[src/rtl/lsu_pkg.sv]
// Shared definitions for the RV32I load/store unit: size/sign codes, FSM states,
// and helpers that classify an access by its code and low address bits.
package lsu_pkg;

    localparam logic [2:0] LS_WORD  = 3'b000;
    localparam logic [2:0] LS_BYTE  = 3'b001;
    localparam logic [2:0] LS_HALF  = 3'b010;
    localparam logic [2:0] LS_BYTEU = 3'b011;
    localparam logic [2:0] LS_HALFU = 3'b100;

    localparam int unsigned CNT_W = 16;

    typedef enum logic [1:0] {
        ST_IDLE   = 2'd0,
        ST_ACCESS = 2'd1,
        ST_DONE   = 2'd2
    } lsu_state_e;

    typedef enum logic [1:0] {
        SZ_BYTE = 2'd0,
        SZ_HALF = 2'd1,
        SZ_WORD = 2'd2
    } lsu_size_e;

    function automatic logic ls_is_legal(input logic [2:0] code);
        return code <= LS_HALFU;
    endfunction

    function automatic lsu_size_e ls_size(input logic [2:0] code);
        case (code)
            LS_BYTE, LS_BYTEU: return SZ_BYTE;
            LS_HALF, LS_HALFU: return SZ_HALF;
            default:           return SZ_WORD;
        endcase
    endfunction

    // Only meaningful for legal codes; illegal codes are rejected before this is consulted.
    function automatic logic ls_is_misaligned(input logic [2:0] code, input logic [1:0] addr_lo);
        case (ls_size(code))
            SZ_HALF: return addr_lo[0];
            SZ_WORD: return addr_lo != 2'b00;
            default: return 1'b0;
        endcase
    endfunction

endpackage

[src/rtl/lsu_load_align.sv]
// Picks the addressed byte/half out of a read word and sign- or zero-extends it.
module lsu_load_align
    import lsu_pkg::*;
(
    input  logic [31:0] rdata_i,
    input  logic [1:0]  addr_lo_i,
    input  logic [2:0]  code_i,
    output logic [31:0] result_o
);

    logic [7:0]  byte_sel;
    logic [15:0] half_sel;

    // NOTE: every output of a combinational block gets a value on every path, otherwise a latch is inferred.
    always_comb begin
        case (addr_lo_i)
            2'd0:    byte_sel = rdata_i[7:0];
            2'd1:    byte_sel = rdata_i[15:8];
            2'd2:    byte_sel = rdata_i[23:16];
            default: byte_sel = rdata_i[31:24];
        endcase

        half_sel = addr_lo_i[1] ? rdata_i[31:16] : rdata_i[15:0];

        case (code_i)
            LS_BYTE:  result_o = {{24{byte_sel[7]}}, byte_sel};
            LS_BYTEU: result_o = {24'h000000, byte_sel};
            LS_HALF:  result_o = {{16{half_sel[15]}}, half_sel};
            LS_HALFU: result_o = {16'h0000, half_sel};
            default:  result_o = rdata_i;
        endcase
    end

endmodule

[src/rtl/load_store_unit.sv]
// RV32I memory-stage load/store unit: one req/ack data-memory transaction per start,
// with alignment/legality checks, an ack timeout and an aligned, extended load result.
module load_store_unit
    import lsu_pkg::*;
#(
    parameter int unsigned TIMEOUT_CYCLES = 255
)
(
    input  logic        clk,
    input  logic        reset,
    input  logic        start,
    input  logic        mem_write,
    input  logic [2:0]  load_store,
    input  logic [31:0] addr,
    input  logic [31:0] store_data,
    output logic        busy,
    output logic        done,
    output logic [31:0] load_result,
    output logic        misaligned,
    output logic        bus_error,
    output logic        dmem_req,
    output logic        dmem_we,
    output logic [31:0] dmem_addr,
    output logic [3:0]  dmem_be,
    output logic [31:0] dmem_wdata,
    input  logic        dmem_ack,
    input  logic [31:0] dmem_rdata
);

    // Wait-counter value in the last ACCESS cycle before giving up.
    localparam logic [CNT_W-1:0] TIMEOUT_LAST = CNT_W'(TIMEOUT_CYCLES - 1);

    lsu_state_e       state_q;
    logic [CNT_W-1:0] cnt_q;
    logic [2:0]       code_q;
    logic [1:0]       addr_lo_q;
    logic             we_q;

    logic             done_q;
    logic             misaligned_q;
    logic             bus_error_q;
    logic [31:0]      load_result_q;
    logic             dmem_req_q;
    logic             dmem_we_q;
    logic [31:0]      dmem_addr_q;
    logic [3:0]       dmem_be_q;
    logic [31:0]      dmem_wdata_q;

    logic [3:0]       be_d;
    logic [31:0]      wdata_d;
    logic [31:0]      aligned_rdata;

    always_comb begin
        be_d    = 4'b1111;
        wdata_d = store_data;
        case (ls_size(load_store))
            SZ_BYTE: begin
                be_d    = 4'b0001 << addr[1:0];
                wdata_d = {4{store_data[7:0]}};
            end
            SZ_HALF: begin
                be_d    = 4'b0011 << {addr[1], 1'b0};
                wdata_d = {2{store_data[15:0]}};
            end
            default: ;
        endcase
    end

    lsu_load_align u_load_align (
        .rdata_i   (dmem_rdata),
        .addr_lo_i (addr_lo_q),
        .code_i    (code_q),
        .result_o  (aligned_rdata)
    );

    // NOTE: sequential state uses non-blocking assignments so every register samples pre-edge values.
    always_ff @(posedge clk) begin
        if (reset) begin
            state_q       <= ST_IDLE;
            cnt_q         <= '0;
            code_q        <= LS_WORD;
            addr_lo_q     <= 2'b00;
            we_q          <= 1'b0;
            done_q        <= 1'b0;
            misaligned_q  <= 1'b0;
            bus_error_q   <= 1'b0;
            load_result_q <= 32'h0;
            dmem_req_q    <= 1'b0;
            dmem_we_q     <= 1'b0;
            dmem_addr_q   <= 32'h0;
            dmem_be_q     <= 4'h0;
            dmem_wdata_q  <= 32'h0;
        end else begin
            // Completion flags are pulses; they only rise on the transition into DONE.
            done_q       <= 1'b0;
            misaligned_q <= 1'b0;
            bus_error_q  <= 1'b0;

            case (state_q)
                ST_IDLE: begin
                    if (start) begin
                        code_q    <= load_store;
                        addr_lo_q <= addr[1:0];
                        we_q      <= mem_write;
                        if (!ls_is_legal(load_store)) begin
                            state_q     <= ST_DONE;
                            done_q      <= 1'b1;
                            bus_error_q <= 1'b1;
                        end else if (ls_is_misaligned(load_store, addr[1:0])) begin
                            state_q      <= ST_DONE;
                            done_q       <= 1'b1;
                            misaligned_q <= 1'b1;
                        end else begin
                            state_q      <= ST_ACCESS;
                            cnt_q        <= '0;
                            dmem_req_q   <= 1'b1;
                            dmem_we_q    <= mem_write;
                            dmem_addr_q  <= {addr[31:2], 2'b00};
                            dmem_be_q    <= be_d;
                            dmem_wdata_q <= wdata_d;
                        end
                    end
                end

                ST_ACCESS: begin
                    // An ack in the timeout cycle still wins and completes normally.
                    if (dmem_ack) begin
                        state_q    <= ST_DONE;
                        done_q     <= 1'b1;
                        dmem_req_q <= 1'b0;
                        dmem_we_q  <= 1'b0;
                        if (!we_q) begin
                            load_result_q <= aligned_rdata;
                        end
                    end else if (cnt_q == TIMEOUT_LAST) begin
                        state_q     <= ST_DONE;
                        done_q      <= 1'b1;
                        bus_error_q <= 1'b1;
                        cnt_q       <= cnt_q + 1'b1;
                        dmem_req_q  <= 1'b0;
                        dmem_we_q   <= 1'b0;
                    end else begin
                        cnt_q <= cnt_q + 1'b1;
                    end
                end

                ST_DONE: state_q <= ST_IDLE;

                default: state_q <= ST_IDLE;
            endcase
        end
    end

    assign busy        = (state_q != ST_IDLE);
    assign done        = done_q;
    assign misaligned  = misaligned_q;
    assign bus_error   = bus_error_q;
    assign load_result = load_result_q;
    assign dmem_req    = dmem_req_q;
    assign dmem_we     = dmem_we_q;
    assign dmem_addr   = dmem_addr_q;
    assign dmem_be     = dmem_be_q;
    assign dmem_wdata  = dmem_wdata_q;

endmodule

[config.mk]
export PLATFORM = sky130hd
export DESIGN_NAME = load_store_unit
export DESIGN_NICKNAME = d
export VERILOG_FILES = /design/src/rtl/lsu_pkg.sv /design/src/rtl/lsu_load_align.sv /design/src/rtl/load_store_unit.sv
export SDC_FILE = /design/constraint.sdc
export NUM_CORES = 1
export LEC_CHECK = 0
export CORE_MARGIN = 4
export CORE_UTILIZATION = 40
export CTS_CLUSTER_DIAMETER = 30
export DETAILED_ROUTE_END_ITERATION = 12
export HOLD_SLACK_MARGIN = 0.1
export PLACE_DENSITY = 0.71
export RECOVER_POWER = 25
export SYNTH_ARGS = -nofsm -noshare
export SYNTH_HDL_FRONTEND = slang
export SYNTH_SLANG_ARGS = --single-unit
[constraint.sdc]
create_clock -name clk -period 2.9 [get_ports clk]
set_input_delay 0.58 -clock clk [delete_from_list [all_inputs] [get_ports clk]]
set_output_delay 0.58 -clock clk [all_outputs]
set_load 0.1 [all_outputs]
## After elaboration in Yosys (flattened, before gate mapping)

Index checks and enable logic that the tools add are counted.

| word-level totals | value |
|---|---|
| input bits | 104 |
| output and inout port bits | 106 |
| bits in registers | 127 |
| logic and storage cells | 104 |

| cells by class | value |
|---|---|
| shifts and indexed selects | 2 |
| eq/ne operators | 20 |
| mux-type cells | 46 |
| order comparisons | 1 |
| reduce and logical (&&, ||, !) cells | 15 |
| $add $sub $neg | 1 |
| bitwise gates (word level) | 5 |

Operators with widths:

| kind | number |
|---|---|
| case mux 32 bit (4 select lines) | 1 |
| 2-to-1 mux 16 bit | 5 |
| case mux 32 bit (2 select lines) | 1 |
| case mux 16 bit (2 select lines) | 1 |
| case mux 8 bit (3 select lines) | 1 |
| 2-to-1 mux 1 bit | 20 |
| 2-to-1 mux 2 bit | 9 |
| adder 16 x 1 -> 16 bit, second input constant | 1 |
| equality test 16 x 8 -> 1 bit, second input constant | 1 |
| equality test 3 x 2 -> 1 bit, second input constant | 4 |
| case mux 1 bit (2 select lines) | 5 |
| AND reduction 5 bit | 2 |
| equality test 2 x 1 -> 1 bit, second input constant | 4 |
| inequality test 2 bit, second input constant | 4 |
| case mux 2 bit (2 select lines) | 2 |
| case mux 4 bit (2 select lines) | 1 |
| equality test 3 x 1 -> 1 bit, second input constant | 2 |
| equality test 3 bit, second input constant | 2 |
| logical NOT 2 bit | 3 |
| nonzero test 2 bit | 3 |
| inverter 1 bit | 5 |
| equality test 2 bit, second input constant | 2 |
| AND reduction 2 bit | 2 |
| AND reduction 4 bit | 1 |
| 7 further kinds | 8 |

## Depth between registers and ports, before layout

| logic depth | value |
|---|---|
| depth in word-level cells | 17 |
| gate-level depth with buffers | 9 |
| depth with buffers taken out | 7 |

## Cells and area by module

From an unflattened synthesis, not the netlist that was laid out.

| unflattened totals | value |
|---|---|
| cells, all modules | 835 |
| area total of the unflattened synthesis | 6749.0 um2 |

Modules (own cells, without submodules):

| module | instances | seq. area each (um2) | cells an instance | area an instance (um2) |
|---|---|---|---|---|
| load_store_unit | 1 | 2542.4 | 680 | 5596.6 |
| lsu_load_align | 1 | 0.0 | 155 | 1152.4 |

## Worst setup path after synthesis

No wires, ideal clock.

| path | value |
|---|---|
| path type | input to register |
| from | in load_store[0] |
| to | reg cnt_q[5] |
| arrival time | 1.785 ns |
| stages | 6 |
| path slack | 0.980 ns |
| buffers on the path | 1 |
| required time | 2.765 ns |
| library setup time | 0.135 ns |
| cell sequence | or2_1 -> a311oi_1 -> nand2_1 -> buf_2 -> o311ai_0 -> o41ai_1 |

| between the ends | value |
|---|---|
| longest elaborated chain between the ends | 15 |
| elaborated cells on any way between the ends | 22 |
| those cells by class | order compare (1); eq/ne (8); mux (10); reduce/logical (3) |

RTL lines:

| what | line | RTL |
|---|---|---|
| start, declared | load_store_unit.sv:13 | `input logic [2:0] load_store,` |
| equality test 3 x 2 -> 1 bit (tied with other cells) | lsu_pkg.sv:30 | `case (code)` |
| OR reduction 2 bit | lsu_pkg.sv:30 |  |
| case mux 2 bit (2 select lines) | lsu_pkg.sv:30 |  |
| 2-to-1 mux 2 bit | load_store_unit.sv:105 | `if (!ls_is_legal(load_store)) begin` |
| 2-to-1 mux 2 bit | load_store_unit.sv:101 | `if (start) begin` |
| 2-to-1 mux 2 bit | load_store_unit.sv:99 | `case (state_q)` |
| 2-to-1 mux 2 bit | load_store_unit.sv:78 | `if (reset) begin` |
| equality test 2 bit / equality test 2 x 1 -> 1 bit (equally long branches) | lsu_pkg.sv:39 | `case (ls_size(code))` |
| case mux 1 bit (2 select lines) | lsu_pkg.sv:39 |  |
| 2-to-1 mux 1 bit | load_store_unit.sv:105 |  |
| 2-to-1 mux 1 bit | load_store_unit.sv:101 |  |
| 2-to-1 mux 1 bit | load_store_unit.sv:99 |  |
| 2-to-1 mux 1 bit | load_store_unit.sv:78 |  |
| inequality test 2 bit (no source line) | n/a |  |
| AND reduction 5 bit (no source line) (*) | n/a |  |
| end signal, assigned | load_store_unit.sv:139 | `cnt_q <= cnt_q + 1'b1;` |
| end signal, assigned | load_store_unit.sv:143 | `cnt_q <= cnt_q + 1'b1;` |
| end, declared | load_store_unit.sv:34 | `logic [CNT_W-1:0] cnt_q;` |

Mark *: on every way between the ends. The rest lies on a longest branch, timed or not. The select of a mux whose other input is x is not followed.
A chain may end at the register's enable or synchronous reset.

## Worst setup path in the final report

| path | value |
|---|---|
| from | in load_store[2] |
| to | reg dmem_addr_q[29], in the netlist dmem_addr[29] |

| between the ends | value |
|---|---|
| longest elaborated chain between the ends | 15 |
| elaborated cells on any way between the ends | 21 |
| those cells by class | order compare (1); eq/ne (6); mux (10); bitwise (1); reduce/logical (3) |

RTL lines:

| what | line | RTL |
|---|---|---|
| equality test 3 x 2 -> 1 bit (tied with other cells) | lsu_pkg.sv:30 |  |
| OR reduction 2 bit | lsu_pkg.sv:30 |  |
| case mux 2 bit (2 select lines) | lsu_pkg.sv:30 |  |
| 2-to-1 mux 2 bit | load_store_unit.sv:105 |  |
| 2-to-1 mux 2 bit | load_store_unit.sv:101 |  |
| 2-to-1 mux 2 bit | load_store_unit.sv:99 |  |
| 2-to-1 mux 2 bit | load_store_unit.sv:78 |  |
| equality test 2 bit / equality test 2 x 1 -> 1 bit (equally long branches) | lsu_pkg.sv:39 |  |
| case mux 1 bit (2 select lines) | lsu_pkg.sv:39 |  |
| 2-to-1 mux 1 bit | load_store_unit.sv:105 |  |
| 2-to-1 mux 1 bit | load_store_unit.sv:101 |  |
| 2-to-1 mux 1 bit | load_store_unit.sv:99 |  |
| 2-to-1 mux 1 bit | load_store_unit.sv:78 |  |
| inverter 1 bit (no source line) | n/a |  |
| AND reduction 4 bit (no source line) (*) | n/a |  |
| end signal, assigned | load_store_unit.sv:118 | `dmem_addr_q <= {addr[31:2], 2'b00};` |
| end, declared | load_store_unit.sv:45 | `logic [31:0] dmem_addr_q;` |

Marks and branches as above.

==> results.toml <==
[status]
status = "finished clean"

[yosys]
seq_area_frac_synth = 0.4148
async_flop_share = 0
synth-edff-count = 0
syn_area_per_cell_um2 = 8.076
ys.flop_type = "dfxtp_1"
yosys_warnings = 0
synth.distinct_cells = 57
yosys_register_bits = 127
synthCells = 759
syn_area_um2 = 6130

[clock_network]
numCtsBuffers = 17
post_cts_buffers = 0
cts-root-buf = "clkbuf_16"
cts-resized-gates = 0
cts_sinks = 127
clk_pin_slew_ps = 60
clk_latency_ps = 430
clock_path_buffers = 2
h-tree-depth = 4
hold_buffers = 0
cts_tree = "done"

[worst_hold_path]
hold_path_depth = 2
min_to = "dmem_wdata[27]"
hp-start = "dmem_wdata[27]"
hold_class = "flop to flop"

[power_and_ir_drop]
clkPwrFrac = 0.405
vdd_drop_max_v = 0.0004800
p_leak_nw = 3.235
power_density_nw_per_um2 = 621.1
power_mw = 5.254
p_sw_mw = 1.788
switching_share = 0.3403
internal_power_mw = 3.466
power_frac_seq = 0.357
combPwrFrac = 0.237

[floorplan]
initial_utilization = 0.4155
fp.dieH_um = 131.8
rows = 44
coreArea_um2 = 14750
die_w_um = 131.8
ios = 210
dieArea_um2 = 17370

[worst_setup_path]
cp-end-kind = "flop"
rr_startpoint = "addr_lo_q[1]"
cp_max_fo = 52
rrSetupSlack_ps = 830
crit_required_ps = 3240
startpoint_type = "input pin"
critPathKind = "input pin to flop"
worstPathArrival_ps = 2710
rr_endpoint = "load_result[26]"
rr_worst_depth = 7

[placed_design]
place.gp.congestion = 0.8550
hpwl_mm = 13.94
io_buffers = 207

[layout]
final_common_cell = "nand2_1"
nets = 1049
area_growth_pct = 37.99
final_core_util = 0.5733
regArea_um2 = 2542
layout_common_cells = "nand2_1 (132), dfxtp_1 (127), a21oi_1 (104), clkdlybuf4s50_1 (101), buf_4 (73)"
fillCellCount = 1376
drive_gt1_frac = 0.1266
multi_input_area_um2 = 3246

[routing]
drt-wirelength-per-cell_um = 17.32
drt_pass1_iterations = 5
drt-total-wl_mm = 19.77
dr.first_iter.drc_count = 455
drc_errors = 0
ant_nets = 0
viasPerCell = 5.440
num_vias = 6207

[grt]
gr-total-overflow = 0
top_usage_layer = "met2"
grt_pass1_wl_mm = 31.70
use_met1 = 0.3010
grt_use_met2 = 0.3421
grt_max_degree = 64
grt_use_met3 = 0.05916
track_usage = 0.2229
grt_pass1_vias = 5770
antenna_found_initial = 1

[timing]
hold_viol = 0
relSlewSlack = 0.1844
drv_slew = 0
tightest_slew_ps = 1229
setup_viol = 0
finalCritPeriodShare = 0.8152
final.setup.tns_ps = 0
min_period_ps = 2364
fmax_mhz = 423.0
skew_ps = 6.949
rsz0062_at_grt = "false"

[run]
drv_cap = 0
## layer usage
layer	wire length [um]	part of all wire	up-vias
li1	-	-	3098
met1	8911	0.45	2870
met2	9188	0.46	201
met3	1093	0.055	38
met4	573	0.029	0
met5	0	0	-
## layout make-up
cell class	count	area share
multi-input cells	552	0.3837
flip-flops and latches	127	0.3006
repair buffers	230	0.2120
clock buffers	18	0.05074
well taps	184	0.02722
clock inverters	14	0.01879
inverters	15	0.006657
diodes	1	0.0002959
## critical path: stages
cell and delay [ps]:
clkdlybuf4s50_1 540, nor3b_2 220, o21bai_1 190, a21o_2 820, nand2_1 110, a21oi_1 220
## registers in the layout, indices dropped and copies added (netlist names)
name	flops
addr_lo_q	2
state_q	2
misaligned	1
dmem_addr	30
done	1
bus_error	1
dmem_req	1
dmem_wdata	32
dmem_we	1
code_q	3
load_result	32
we_q	1
dmem_be	4
cnt_q	16
## synthesized netlist by cell type (all sizes together) (2+ instances only)
cell type / number / area, um^2
o31ai: 6 / 45.04
clkbuf: 35 / 133.9
a21oi: 105 / 529.3
buf: 31 / 168.9
and3: 5 / 36.28
mux2i: 29 / 290.3
o21ai: 54 / 270.3
a211oi: 18 / 140.1
nor3b: 4 / 35.03
a2111oi: 8 / 70.07
ha: 2 / 25.02
nand4: 3 / 18.77
mux4: 8 / 180.2
inv: 15 / 56.30
o22ai: 10 / 62.56
a31oi: 13 / 81.33
nor4: 3 / 18.77
and2: 3 / 18.77
a21o: 2 / 15.01
nand2b: 4 / 25.02
nand2: 132 / 495.5
or4: 4 / 30.03
or2: 2 / 12.52
xor2: 3 / 26.28
nor2: 37 / 138.9
a22oi: 25 / 187.7
nand3: 16 / 80.08
o311ai: 3 / 26.28
nand3b: 3 / 22.52
o211ai: 5 / 37.54
o211a: 2 / 20.02
o41ai: 2 / 17.52
dfxtp: 127 / 2542
nor2b: 20 / 125.1
and3b: 2 / 17.52
nor3: 6 / 30.03
## power groups by stage
stage / Clock [mW] / Sequential, mW / Combinational (mW)
floorplan: 0 / 2.39 / 0.408
global placement: 0 / 1.91 / 1.26
detailed placement: 0 / 1.91 / 1.27
CTS: 2.17 / 1.88 / 1.27
global route: 2.24 / 1.89 / 1.32
finish: 2.13 / 1.88 / 1.25
## logic make-up after synthesis
family,share of synthesized area
AO/OA/AOI/OAI,0.2523
AND/OR/NAND/NOR,0.1872
flip-flops,0.4148
buffers and inverters,0.05858
multiplexers,0.07675
XOR/XNOR,0.005716
adder cells (fa/ha/maj),0.004082
other,0.0006118
## how the worst max path moves through the flow
stage	slack, ps	to	cells past startpoint	startpoint
floorplan	980	cnt_q[5]	6	load_store[0]
global placement	140	dmem_wdata[29]	6	load_store[2]
detailed placement	120	dmem_addr[3]	6	load_store[2]
CTS	530	dmem_addr[29]	6	load_store[2]
global route	320	dmem_addr[14]	6	load_store[2]
finish	540	dmem_addr[29]	6	load_store[2]
## per-stage QoR
step / hold slack, ps / setup WS (ps) / std cells / cell area (um^2)
after CTS: 457.1 / 530.5 / 1140 / 8655
after floorplan: 458.1 / 979.8 / 760 / 6133
after detailed placement: 448.5 / 116.9 / 1108 / 8066
after global placement: 441.6 / 142.4 / 1108 / 8066
after global routing: 470.5 / 320.9 / 1141 / 8458
final: 452.1 / 535.9 / 1141 / 8458
Power figures use the tool's default switching activity.
